**src/rtl/ssp_seq_pkg.sv**
```systemverilog
// ============================================================================
// Module      : ssp_seq_pkg
// Description : Shared constants and state encoding for the SSP host
//               sequencer (frame length, data width, data window start).
// Revision    : 1.0 - initial release
// ============================================================================
`default_nettype none

package ssp_seq_pkg;

  // Frame geometry: 16 SCK periods per frame, 12-bit data, data phase
  // (SSP_En) starting at period 4.
  localparam int SSP_FRAME_BITS = 16;
  localparam int SSP_DATA_BITS  = 12;
  localparam int SSP_DATA_START = 4;

  // Sequencer state encoding.
  typedef logic [1:0] ssp_state_t;
  localparam logic [1:0] ST_IDLE  = 2'd0;
  localparam logic [1:0] ST_SEL   = 2'd1;
  localparam logic [1:0] ST_SHIFT = 2'd2;
  localparam logic [1:0] ST_END   = 2'd3;

endpackage

`default_nettype wire

```
**src/rtl/ssp_rr_arb.sv**
```systemverilog
// ============================================================================
// Module      : ssp_rr_arb
// Description : Two-way round-robin arbiter. When both requesters are
//               active, the one not granted last wins; out of reset A wins.
// Revision    : 1.0 - initial release
// ============================================================================
`default_nettype none

module ssp_rr_arb (
  input  logic       clk_i,
  input  logic       rst_ni,
  input  logic [1:0] req_i,
  input  logic       en_i,
  output logic [1:0] gnt_o
);

  // High when B was granted last, i.e. A is next in line on a tie.
  logic last_b_q;

  // Combinational one-hot grant, only while the host can accept a frame.
  always_comb begin
    gnt_o = 2'b00;
    if (en_i) begin
      case (req_i)
        2'b01:   gnt_o = 2'b01;
        2'b10:   gnt_o = 2'b10;
        2'b11:   gnt_o = last_b_q ? 2'b01 : 2'b10;
        default: gnt_o = 2'b00;
      endcase
    end
  end

  // Remember the last winner; reset leaves A as next.
  always_ff @(posedge clk_i) begin
    if (!rst_ni) begin
      last_b_q <= 1'b1;
    end else if (|gnt_o) begin
      last_b_q <= gnt_o[1];
    end
  end

endmodule

`default_nettype wire

```
**src/rtl/ssp_host_seq.sv**
```systemverilog
// ============================================================================
// Module      : ssp_host_seq
// Description : Arbitrates two requesters and runs one 16-period SSP frame
//               (IDLE -> SEL -> SHIFT -> END) per grant against an SSP_UART
//               slave. Reads capture SSP_DO at the last clock of the frame.
// Revision    : 1.0 - initial release
// ============================================================================
`default_nettype none

module ssp_host_seq
  import ssp_seq_pkg::*;
#(
  parameter int SCK_HALF = 2
) (
  input  logic                          clk_i,
  input  logic                          rst_ni,
  input  logic [1:0]                    req_i,
  input  logic [1:0][2:0]               req_ra_i,
  input  logic [1:0]                    req_wnr_i,
  input  logic [1:0][SSP_DATA_BITS-1:0] req_wd_i,
  output logic [1:0]                    gnt_o,
  output logic [1:0]                    done_o,
  output logic [SSP_DATA_BITS-1:0]      rd_o,
  output logic                          ssp_ssel_o,
  output logic                          ssp_sck_o,
  output logic                          ssp_wnr_o,
  output logic                          ssp_en_o,
  output logic                          ssp_eoc_o,
  output logic [2:0]                    ssp_ra_o,
  output logic [SSP_DATA_BITS-1:0]      ssp_di_o,
  input  logic [SSP_DATA_BITS-1:0]      ssp_do_i,
  output logic                          busy_o
);

  localparam logic [3:0] HALF_LAST   = 4'(SCK_HALF - 1);
  localparam logic [3:0] PERIOD_LAST = 4'(SSP_FRAME_BITS - 1);
  localparam logic [3:0] DATA_FIRST  = 4'(SSP_DATA_START);

  ssp_state_t               state_q, state_d;
  logic [3:0]               half_q, half_d;
  logic [3:0]               period_q, period_d;
  logic                     phase_q, phase_d;
  logic [1:0]               owner_q;
  logic [2:0]               ra_q;
  logic                     wnr_q;
  logic [SSP_DATA_BITS-1:0] wd_q;
  logic [SSP_DATA_BITS-1:0] rd_q;
  logic [1:0]               arb_gnt;
  logic                     arb_en;
  logic                     half_end;
  logic                     frame_last;

  // Grants are only offered in IDLE and never while reset is asserted.
  assign arb_en = rst_ni && (state_q == ST_IDLE);

  ssp_rr_arb u_arb (
    .clk_i  (clk_i),
    .rst_ni (rst_ni),
    .req_i  (req_i),
    .en_i   (arb_en),
    .gnt_o  (arb_gnt)
  );

  assign half_end   = (half_q == HALF_LAST);
  assign frame_last = (state_q == ST_SHIFT) && (period_q == PERIOD_LAST) &&
                      phase_q && half_end;

  // Next-state logic for the FSM and the SCK half/period counters.
  always_comb begin
    state_d  = state_q;
    half_d   = half_q;
    period_d = period_q;
    phase_d  = phase_q;
    case (state_q)
      ST_IDLE: begin
        half_d   = 4'd0;
        period_d = 4'd0;
        phase_d  = 1'b0;
        if (|arb_gnt) state_d = ST_SEL;
      end
      ST_SEL: state_d = ST_SHIFT;
      ST_SHIFT: begin
        if (half_end) begin
          half_d = 4'd0;
          if (phase_q) begin
            phase_d  = 1'b0;
            period_d = period_q + 4'd1;
            if (period_q == PERIOD_LAST) state_d = ST_END;
          end else begin
            phase_d = 1'b1;
          end
        end else begin
          half_d = half_q + 4'd1;
        end
      end
      default: state_d = ST_IDLE;
    endcase
  end

  // State and counter registers.
  always_ff @(posedge clk_i) begin
    if (!rst_ni) begin
      state_q  <= ST_IDLE;
      half_q   <= 4'd0;
      period_q <= 4'd0;
      phase_q  <= 1'b0;
    end else begin
      state_q  <= state_d;
      half_q   <= half_d;
      period_q <= period_d;
      phase_q  <= phase_d;
    end
  end

  // Capture the winner's command at grant; later Req changes are ignored.
  always_ff @(posedge clk_i) begin
    if (!rst_ni) begin
      owner_q <= 2'b00;
      ra_q    <= 3'd0;
      wnr_q   <= 1'b0;
      wd_q    <= '0;
    end else if (|arb_gnt) begin
      owner_q <= arb_gnt;
      ra_q    <= req_ra_i[arb_gnt[1]];
      wnr_q   <= req_wnr_i[arb_gnt[1]];
      wd_q    <= req_wd_i[arb_gnt[1]];
    end
  end

  // Read data is sampled on the final clock of the frame; writes leave it.
  always_ff @(posedge clk_i) begin
    if (!rst_ni) begin
      rd_q <= '0;
    end else if (frame_last && !wnr_q) begin
      rd_q <= ssp_do_i;
    end
  end

  assign busy_o     = (state_q != ST_IDLE);
  assign gnt_o      = arb_gnt;
  assign done_o     = (state_q == ST_END) ? owner_q : 2'b00;
  assign rd_o       = rd_q;
  assign ssp_ssel_o = (state_q == ST_SEL) || (state_q == ST_SHIFT);
  assign ssp_sck_o  = (state_q == ST_SHIFT) && phase_q;
  assign ssp_en_o   = (state_q == ST_SHIFT) && (period_q >= DATA_FIRST);
  assign ssp_eoc_o  = (state_q == ST_SHIFT) && (period_q == PERIOD_LAST);
  assign ssp_wnr_o  = busy_o && wnr_q;
  assign ssp_ra_o   = busy_o ? ra_q : 3'd0;
  assign ssp_di_o   = busy_o ? wd_q : '0;

endmodule

`default_nettype wire

```
**config.mk**
```make
export PLATFORM = sky130hd
export DESIGN_NAME = ssp_host_seq
export DESIGN_NICKNAME = d
export VERILOG_FILES = /design/src/rtl/ssp_seq_pkg.sv /design/src/rtl/ssp_rr_arb.sv /design/src/rtl/ssp_host_seq.sv
export SDC_FILE = /design/constraint.sdc
export NUM_CORES = 1
export LEC_CHECK = 0
export CAP_MARGIN = 20
export CORE_ASPECT_RATIO = 1.75
export CORE_MARGIN = 2
export CORE_UTILIZATION = 46
export CTS_CLUSTER_SIZE = 20
export DETAILED_ROUTE_END_ITERATION = 12
export PLACE_DENSITY = 0.89
export SKIP_LAST_GASP = 1
export SLEW_MARGIN = 20
export SYNTH_ARGS = -nofsm -noshare
export SYNTH_HDL_FRONTEND = slang
export SYNTH_SLANG_ARGS = --single-unit
```
**constraint.sdc**
```tcl
create_clock -name clk_i -period 5 [get_ports clk_i]
set_input_delay 1.25 -clock clk_i [delete_from_list [all_inputs] [get_ports clk_i]]
set_output_delay 1.25 -clock clk_i [all_outputs]
set_load 0.01 [all_outputs]
```
# Word-level counts from Yosys, hierarchy flattened
# Index checks and enable logic that the tools add are counted.
[word_totals] input_bits=48 reg_bits=42
[op_classes] n_mux=25 eq_ne=12 addsub=2 magnitude_cmp=2 n_reduce_logical=17
[ops] cell="12-bit two-way mux" count=3
[ops] cell="4-bit case mux with 2 select lines" count=2
[ops] cell="2-bit two-way mux" count=7
[ops] cell="4-bit two-way mux" count=3
[ops] cell="2-bit case mux with 3 select lines" count=2
[ops] cell="3-bit two-way mux" count=3
[ops] cell="4-bit by 1-bit adder with 4-bit output (second input constant)" count=2
[ops] cell="2-bit equality test (second input constant)" count=4
[ops] cell="1-bit logical AND" count=8
[ops] cell="2-bit by 1-bit equality test with 1-bit output (second input constant)" count=2
[ops] cell="4-bit by 1-bit equality test with 1-bit output (second input constant)" count=1
[ops] cell="4-bit equality test (second input constant)" count=1
[ops] cell="4-bit by 3-bit greater-or-equal comparator with 1-bit output (second input constant)" count=1
[ops] cell="1-bit two-way mux" count=4
[ops] cell="2-bit by 1-bit inequality test with 1-bit output (second input constant)" count=2
[ops] cell="2-bit inequality test (second input constant)" count=2
[ops] cell="4-bit AND reduction" count=1
[ops] cell="2-bit nonzero test" count=2
[ops] cell="3-bit AND reduction" count=1
[ops] cell="2-bit logical NOT" count=1
[ops] cell="1-bit by 2-bit less-than comparator with 1-bit output (second input constant)" count=1
[ops] cell="1-bit case mux with 2 select lines" count=1
[ops] cell="2-bit AND reduction" count=1
[ops] cell="2-bit OR reduction" count=1
[ops] cell="other kinds (2)" count=2

# Longest topological paths before layout
# Gate-level depths: netlist of the first run.
[logic_depth] word_depth=6 ltp_mapped=9 mapped_depth_nobuf=6

# Hierarchy
# A second synthesis of the first run with hierarchy kept.
[hier_totals] hier_cells=255 area_unflattened_um2=2033.2
[by_module_without_submodules] mod="ssp_host_seq" cells_per_inst=247 area_per_inst_um2=1976.9 instances=1 seq_area_each_um2=820.8
[by_module_without_submodules] mod="ssp_rr_arb" cells_per_inst=8 area_per_inst_um2=56.3 instances=1 seq_area_each_um2=20.0

# Worst setup path before layout of the first run
# Ideal clock, no wire load.
[synth_timing] kind="in2out" startpoint="input req_i[0]" endpoint="output gnt_o[1]" stages=4 t_required_ns=3.750 setup_slack_ns=1.853 arrival_ns=1.897 path_buffers=1 cell_sequence="nand2_1 nand4_2 clkinv_1 buf_2"
[synth_between] elab_chain_cells=3
[synth_lines] element="start, declared" line="ssp_host_seq.sv:17" source="input logic [1:0] req_i,"
[synth_lines] element="2-bit equality test or 2-bit by 1-bit equality test with 1-bit output (tied branches)" line="ssp_rr_arb.sv:24" source="case (req_i)"
[synth_lines] element="2-bit case mux with 3 select lines (*)" line="ssp_rr_arb.sv:24"
[synth_lines] element="2-bit two-way mux (*)" line="ssp_rr_arb.sv:23" source="if (en_i) begin"
[synth_lines] element="end, declared" line="ssp_host_seq.sv:21" source="output logic [1:0] gnt_o,"
# Mark *: on every way between the ends. The rest lies on a longest branch, timed or not.

# Worst setup path after layout of the first run
# Same ends and word-level chain as after synthesis.

==> results of run 1 <==
==> path summary, 6_finish.rpt <==
kind                           from                    end  slack, ns  depth (start not counted)
min reg2reg   rd_o[10]$_SDFFE_PN0P_  rd_o[10]$_SDFFE_PN0P_       0.46                          2
max reg2reg  half_q[0]$_SDFFE_PN0P_   rd_o[2]$_SDFFE_PN0P_       2.69                          4
min           rd_o[10]$_SDFFE_PN0P_  rd_o[10]$_SDFFE_PN0P_       0.46                          2
max                        req_i[0]               gnt_o[1]       0.97                          6
==> worst max-delay path, cell delays in order <==
cell and delay (ns):
clkdlybuf4s50_1 0.52, nand2_1 0.08, nand4_2 0.09, buf_4 0.23, clkinv_1 0.12, clkdlybuf4s50_1 0.50
==> routing by layer <==
metal / vias to the layer above / part of all wire (%) / track usage (%)
li1: 1035 / - / -
met1: 964 / 36 / 25.9
met2: 63 / 56 / 43.2
met3: 12 / 5.7 / 7.57
met4: 0 / 2.7 / 10.3
met5: - / 0 / 0
==> sequential cells by signal (all words and copies together) (netlist names) <==
signal / flops
state_q: 2
phase_q: 1
u_arb.last_b_q: 1
period_q: 4
ra_q: 3
rd_o: 12
owner_q: 2
wd_q: 12
half_q: 4
wnr_q: 1
==> stage by stage <==
step	hold slack (ns)	setup WS, ns	utilization [%]	instances	power, uW
3_3_place_gp	0.444	1.02	68.6	376	838
2_1_floorplan	0.431	1.85	-	256	671
5_1_grt	0.490	0.870	71.1	384	1170
6_report	0.462	0.966	71.1	384	1100
4_1_cts	0.462	0.965	71.1	384	1110
3_5_place_dp	0.450	0.974	68.6	376	846
==> power groups by stage <==
| stage | Sequential, uW | Combinational (uW) | Clock (uW) |
|---|---|---|---|
| finish | 420 | 423 | 261 |
| global route | 426 | 464 | 280 |
| CTS | 420 | 424 | 265 |
| detailed placement | 425 | 421 | 0 |
| global placement | 423 | 415 | 0 |
| floorplan | 415 | 256 | 0 |
==> layout by cell type, fill, tap and decap left out, types with 2 or more instances in the layout <==
master	synthesis	layout
nand2_1	23	23
nand3_1	17	17
o211ai_1	2	2
dfxtp_1	42	42
clkbuf_8	1	5
nor2_1	21	21
o21ai_0	36	36
buf_4	0	4
nor2b_1	17	17
a21oi_1	8	8
or3_1	2	2
nor3_1	35	35
and2_1	3	3
clkdlybuf4s50_1	0	84
inv_1	7	7
ha_1	6	6
clkbuf_1	8	2
==> area by class of cell <==
cell class | count | area, um^2 | share of cell area [%]
clock buffers | 7 | 76.3 | 2.58
clock inverters | 1 | 30.0 | 1.02
inverters | 9 | 33.8 | 1.14
multi-input cells | 188 | 1040 | 35.2
flip-flops and latches | 42 | 841 | 28.5
well taps | 49 | 61.3 | 2.08
repair buffers | 88 | 871 | 29.5
==> cell families after synthesis <==
logic type | count (synthesis) | synth area share [%]
DFF | 42 | 41.9
adders and majority gates | 6 | 3.75
xor gates and xnor gates | 1 | 0.437
muxes | 1 | 0.499
and+or+nand+nor | 129 | 33.4
AOI/OAI and AO/OA | 51 | 13.8
buffers and inverters | 26 | 6.18
==> impl_metrics.toml, run 1 <==
[status]
status = "finished, final reports clean"

[hold_path]
hold_path_class = "register to register"

[final_layout]
fillCellCount = 310
diodes = 0
postLayoutCellArea_mm2 = 0.00295
area_growth_pct = 47.3
layout-drive-gt1-share_pct = 5.07
final_nets = 388

[synthesis]
ys_types = 38
yosysSeqAreaShare_pct = 41.9
synth-edff-count = 0
yosysTopAreaCellShare_pct = 41.9
synth_ff_type = "dfxtp_1"
synth_warnings = 0
synth_area_mm2 = 0.00200
synth.most_common_cell = "dfxtp_1"
synth_fp_nets = 310
postSynthCellCount = 256
yosys.area.top_type = "dfxtp_1"
ys_top_cells_by_count = "dfxtp_1, o21ai_0, nor3_1"
synthArstFlopShare_pct = 0
netlist_top_cells_area = "dfxtp_1, o21ai_0, nor3_1, nor2b_1, nand2_1"
syn_area_per_cell_um2 = 7.83
synth_seq_cells = 42

[critical_path]
critPathArrivalTime_ns = 2.78
crit_path_end_kind = "primary output"
critical_path_class = "input port to primary output"
worstPathRequired_ns = 3.75
cp-start-kind = "input port"
path_max_fanout = 19

[detailed_routing]
viasPerCell = 5.40
drtAntennaViolNets = 0
vias = 2074
drcViolationCount = 0
wl_per_cell_um = 14.4
drt_iter0_markers = 40
wl_um = 5530
dr.pass1.iters = 4

[global_route]
grt_pass1_wl_um = 9220
antenna_found_initial = 0
grt-ovfl-total = 0
grt_pass1_vias = 2060
grtUsageTotal_pct = 24.8
grt_max_degree = 49

[clock_network]
cts_made_buffers = 5
root_buffer = "clkbuf_8"
cts-htree-levels = 2
cts_tree = "done"
postCtsResizedCells = 0
holdBufCountCts = 0
clkLatencyLatePin_ns = 0.29
cts.clk_slew.worst_paths_ns = 0.08
clock_path_buffers = 2
clock-sinks = 42
post_cts_buffers = 0

[sta]
clock.fmax_ghz = 0.248
setup_viol = 0
clock_skew_ns = 0.00443
layout_min_cycle_time_ns = 4.03
tightest_slew_ns = 0.978
maxSlewHeadroom_pct = 34.3
finalCritPeriodShare_pct = 80.7
finalSetupTns_ns = 0
rsz0062_at_grt = "false"
drv_slew = 0
finalHoldViolCount = 0

[floorplan]
ioPinCount = 85
die-width_um = 53.9
start_util_pct = 48.3
core_area_mm2 = 0.00415
die_h_um = 91.3
rows = 31
dieArea_mm2 = 0.00492

[power]
clockPowerShare_pct = 23.6
ir_drop_mv = 0.300
switching_share_pct = 34.2
p_seq_share_pct = 38.1
p_sw_uw = 377
powerDensity_mw_per_mm2 = 374
combPwrFrac_pct = 38.3
p_leak_uw = 0.00110
internal_power_uw = 727

[job]
cap_violations = 0

[placed_design]
port_buffers = 84
place_congestion = 0.800
dp_hpwl_um = 4000
dpl_cell_area_mm2 = 0.00285
Power figures use the tool's default switching activity.
==> run 2, diff against run 1 <==
CORE_UTILIZATION = 42   (was 46)
PLACE_DENSITY = 0.82   (was 0.89)
clock period = 4.15 ns   (was 5 ns; I/O delays follow)
==> run 2 against run 1 <==
  * Cell count increased by 1.0%
  * Die area grew 8.9%
  * Global-route usage decreased by 4.4 points
  * Core utilization fell by 7.1 points
  * Final area rose by 0.38%
  * Critical path depth down 1
  * Non-clock buffer count increased by 1
  * Register-to-register slack lost 0.85 ns
  * Sequential cell count unchanged
  * Wire length shrank 7.6%
  * Combinational power is 21% higher
  * Largest power group unchanged
==> impl_metrics.toml, run 2 (same netlist as run 1, synthesis figures left out) <==
[global_route]
grt-ovfl-total = 0
grtUsageTotal_pct = 20.3
antenna_found_initial = 0
grt_pass1_vias = 2019
grt_pass1_wl_um = 8880
grt_max_degree = 28

[placed_design]
place_congestion = 0.788
dp_hpwl_um = 3820
dp_cells = 380
port_buffers = 84

[final_layout]
diodes = 0
stdcell_count = 388
layout-drive-gt1-share_pct = 5.36
final_nets = 389
final_cell_mix = "clkdlybuf4s50_1, dfxtp_1, o21ai_0"
area_growth_pct = 47.9
final_common_cell = "clkdlybuf4s50_1"

[sta]
finalSetupTns_ns = 0
maxSlewHeadroom_pct = 36.6
rsz0062_at_grt = "false"
tightest_slew_ns = 0.944
finalCritPeriodShare_pct = 87.4
clock_skew_ns = 0.00301
fin_hold_ws_ns = 0.460
clock.fmax_ghz = 0.276
setup_viol = 0
drv_slew = 0
layout_min_cycle_time_ns = 3.63
finalHoldViolCount = 0

[clock_network]
post_cts_buffers = 0
clock-sinks = 42
clock_path_buffers = 2
clkLatencyLatePin_ns = 0.29
cts_made_buffers = 5
cts.clk_slew.worst_paths_ns = 0.08
root_buffer = "clkbuf_8"
postCtsResizedCells = 0
holdBufCountCts = 0
cts_tree = "done"
cts-htree-levels = 2

[hold_path]
min-delay-start = "rd_o[11]$_SDFFE_PN0P_"
min_path_cells = 2
hold_end = "rd_o[11]$_SDFFE_PN0P_"
hold_path_class = "register to register"

[critical_path]
rr_worst_depth = 7
worstReg2RegStart = "state_q[0]$_SDFFE_PN0P_"
critPathArrivalTime_ns = 2.59
critical_path_class = "input port to primary output"
path_max_fanout = 22
cpMostUsedCell = "clkdlybuf4s50_1"
slowest_delay_ns = 0.53
worstPathRequired_ns = 3.11
critPathSlowestCell = "clkdlybuf4s50_1"
cp_cell_sequence = "clkdlybuf4s50_1, buf_4, nand4_2, clkinv_1, clkdlybuf4s50_1"
critical_path_buf_inv_count = 4
crit_path_end_kind = "primary output"
ff2ff_setup_slack_ns = 1.84
cp-start-kind = "input port"
r2r_end = "wd_q[5]$_SDFFE_PN0P_"
critPathTopFamily = "buffers and inverters"

[floorplan]
die_h_um = 95.4
core_area_mm2 = 0.00462
ioPinCount = 85
start_util_pct = 43.3
die-width_um = 56.2
dieArea_mm2 = 0.00536
rows = 33

[detailed_routing]
wl_per_cell_um = 13.2
drt_iter0_markers = 38
vias = 2059
drtAntennaViolNets = 0
met3_length_um = 221
highest_layer = "met4"
wl_um = 5110
drcViolationCount = 0
met2RoutedLength_um = 2890
viasPerCell = 5.31
wl_met1_um = 1940
dr.pass1.iters = 4

[power]
powerDensity_mw_per_mm2 = 447
ir_drop_mv = 0.340
p_leak_uw = 0.00110

[job]
cap_violations = 0

[status]
status = "finished, final reports clean"
-- run 2: worst max path at each step --
stage | startpoint | endpoint | slack [ns] | depth (start not counted)
after global routing | rst_ni | gnt_o[1] | 0.45 | 5
after global placement | rst_ni | gnt_o[1] | 0.54 | 5
after detailed placement | rst_ni | gnt_o[1] | 0.52 | 5
after CTS | rst_ni | gnt_o[1] | 0.52 | 5
final | rst_ni | gnt_o[1] | 0.52 | 5
after floorplan | req_i[0] | gnt_o[1] | 1.43 | 4
-- run 2: worst register-to-register path, stage by stage (launching register included) --
cell     delay (ns)
dfxtp_1        0.32
inv_1          0.10
ha_1           0.40
buf_4          0.30
inv_1          0.10
nor3_2         0.67
o21ai_0        0.17
nor3_1         0.18
-- run 2: stage by stage --
step	util [%]	total power (uW)	worst slack (ns)	area (um^2)
6_report	64.1	1330	0.525	2960
5_1_grt	64.1	1410	0.449	2960
4_1_cts	64.1	1340	0.518	2960
3_5_place_dp	61.8	1020	0.519	2860
3_3_place_gp	61.8	1010	0.540	2860
2_1_floorplan	-	809	1.43	2000
-- run 2: layout make-up --
type	count	area [um^2]
Sequential cell	42	841
Inverter	9	33.8
Clock inverter	1	30.0
Multi-Input combinational cell	188	1040
Tap cell	52	65.1
Fill cell	414	1660
Timing Repair Buffer	89	878
Clock buffer	7	76.3
-- run 2: layer usage --
| layer | up-vias | track usage [%] |
|---|---|---|
| met1 | 965 | 21.7 |
| li1 | 1038 | - |
| met4 | 0 | 6.15 |
| met5 | - | 0 |
| met2 | 51 | 39.3 |
| met3 | 5 | 4.34 |
-- run 2: power by group --
group	switching [uW]	total, uW	internal [uW]
clock network	133	313	180
logic	276	510	233
registers	36.7	503	466
==> run 3, diff against run 2 <==
CORE_ASPECT_RATIO = 1.2   (was 1.75)
HOLD_SLACK_MARGIN = 0.03   (was default)
==> run 3 against run 2 <==
  * Hold slack hardly changed
  * First-iteration DRC count rose to 2.8 times the previous value
  * Final area grew 0.63%
  * Critical endpoint is now gnt_o[0]
==> impl_metrics.toml, run 3 (same netlist as run 1, synthesis figures left out) <==
[clock_network]
root_buffer = "clkbuf_8"
clkLatencyLatePin_ns = 0.30
postCtsResizedCells = 0
cts_made_buffers = 5
post_cts_buffers = 0
clock_path_buffers = 2
holdBufCountCts = 0
clock-sinks = 42
cts.clk_slew.worst_paths_ns = 0.09
cts_tree = "done"
cts-htree-levels = 2

[final_layout]
final_cell_mix = "clkdlybuf4s50_1, dfxtp_1, o21ai_0"
layout-drive-gt1-share_pct = 5.95
final_nets = 389
diodes = 0
final_common_cell = "clkdlybuf4s50_1"
fin_util_pct = 64.9
area_growth_pct = 48.8
stdcell_count = 394
fillCellCount = 429

[job]
cap_violations = 0

[global_route]
grt-ovfl-total = 0
busiest_layer = "met2"
met1_usage_pct = 22.9
gr-usage-met3_pct = 7.33
use_met2_pct = 34.6
grt_pass1_wl_um = 8460
antenna_found_initial = 0
grt_max_degree = 41
grt_pass1_vias = 1999
grtUsageTotal_pct = 20.2

[floorplan]
die_h_um = 79.7
ioPinCount = 85
dieArea_mm2 = 0.00534
core_area_mm2 = 0.00459
die-width_um = 67.1
start_util_pct = 43.6
rows = 27

[critical_path]
rr_worst_depth = 6
critPathArrivalTime_ns = 2.63
critical_path_class = "input port to primary output"
ff2ff_setup_slack_ns = 1.86
critPathSlowestCell = "clkdlybuf4s50_1"
r2r_end = "wd_q[4]$_SDFFE_PN0P_"
path_max_fanout = 11
cp-start-kind = "input port"
slowest_delay_ns = 0.68
cpMostUsedCell = "clkdlybuf4s50_1"
worstReg2RegStart = "state_q[0]$_SDFFE_PN0P_"
cp_cell_sequence = "clkdlybuf4s50_1, nand3_1, a21oi_1, clkdlybuf4s50_1"
worstPathRequired_ns = 3.11
crit_path_end_kind = "primary output"
startpoint = "rst_ni"

[detailed_routing]
viasPerCell = 5.16
drtAntennaViolNets = 0
vias = 2033
drcViolationCount = 0
dr.pass1.iters = 4
drt_iter0_markers = 108
wl_per_cell_um = 12.9
wl_um = 5100

[sta]
drv_slew = 0
clock_skew_ns = 0.00695
maxSlewHeadroom_pct = 35.8
tightest_slew_ns = 0.956
finalHoldViolCount = 0
finalSetupTns_ns = 0
layout_min_cycle_time_ns = 3.66
finalCritPeriodShare_pct = 88.3
clock.fmax_ghz = 0.273
rsz0062_at_grt = "false"
setup_viol = 0

[hold_path]
min_path_cells = 2
hold_path_class = "register to register"
min-delay-start = "rd_o[4]$_SDFFE_PN0P_"
hold_end = "rd_o[4]$_SDFFE_PN0P_"

[status]
status = "finished, final reports clean"

[placed_design]
dp_cells = 386
place_congestion = 0.745
dp_hpwl_um = 3630
port_buffers = 84

[power]
p_leak_uw = 0.00111
powerDensity_mw_per_mm2 = 455
ir_drop_mv = 0.293
==> run 3: cell types whose count changed in the layout (fill, tap and decap cells not counted) <==
cell        previous run  this run
clkinvlp_4             0         1
inv_8                  0         1
clkbuf_1               2         0
==> run 3: worst max-delay path by stage <==
stage / to / slack, ns / cells past startpoint
finish: gnt_o[0] / 0.49 / 4
global placement: gnt_o[0] / 0.50 / 4
floorplan: gnt_o[1] / 1.43 / 4
CTS: gnt_o[0] / 0.48 / 4
global route: gnt_o[0] / 0.35 / 4
detailed placement: gnt_o[0] / 0.48 / 4
==> run 3: area by class of cell <==
cell class | instances | area, um^2 | area share (%)
multi-input cells | 188 | 1040 | 34.9
clock buffers | 5 | 68.8 | 2.31
clock inverters | 3 | 48.8 | 1.64
repair buffers | 89 | 878 | 29.4
inverters | 9 | 33.8 | 1.13
well taps | 58 | 72.6 | 2.43
flip-flops and latches | 42 | 841 | 28.2
==> run 3: report_power, final <==
part           total, uW  leakage [uW]  switching, uW  internal, uW
combinational        517      0.000707            280           238
clock                336     0.0000563            153           183
sequential           503      0.000343           36.7           466
==> run 3: metal layers <==
layer | vias up | wire, um
li1 | 1040 | -
met4 | 0 | 54
met3 | 4 | 401
met2 | 71 | 2460
met1 | 918 | 2180
met5 | - | 0
==> run 3: per-stage QoR <==
| stage | instance area, um^2 | hold slack (ns) | setup WS (ns) | total power (uW) |
|---|---|---|---|---|
| finish | 2980 | 0.460 | 0.485 | 1360 |
| global route | 2980 | 0.478 | 0.350 | 1450 |
| CTS | 2980 | 0.464 | 0.480 | 1360 |
| detailed placement | 2870 | 0.452 | 0.483 | 1030 |
| global placement | 2870 | 0.444 | 0.498 | 1020 |
| floorplan | 2000 | 0.431 | 1.43 | 809 |
==> run 3: critical path, delay by kind of cell <==
| family | cells | cell delay [ns] |
|---|---|---|
| buffers and inverters | 2 | 1.27 |
| AO/OA/AOI/OAI | 1 | 0.21 |
| AND/OR/NAND/NOR | 1 | 0.11 |
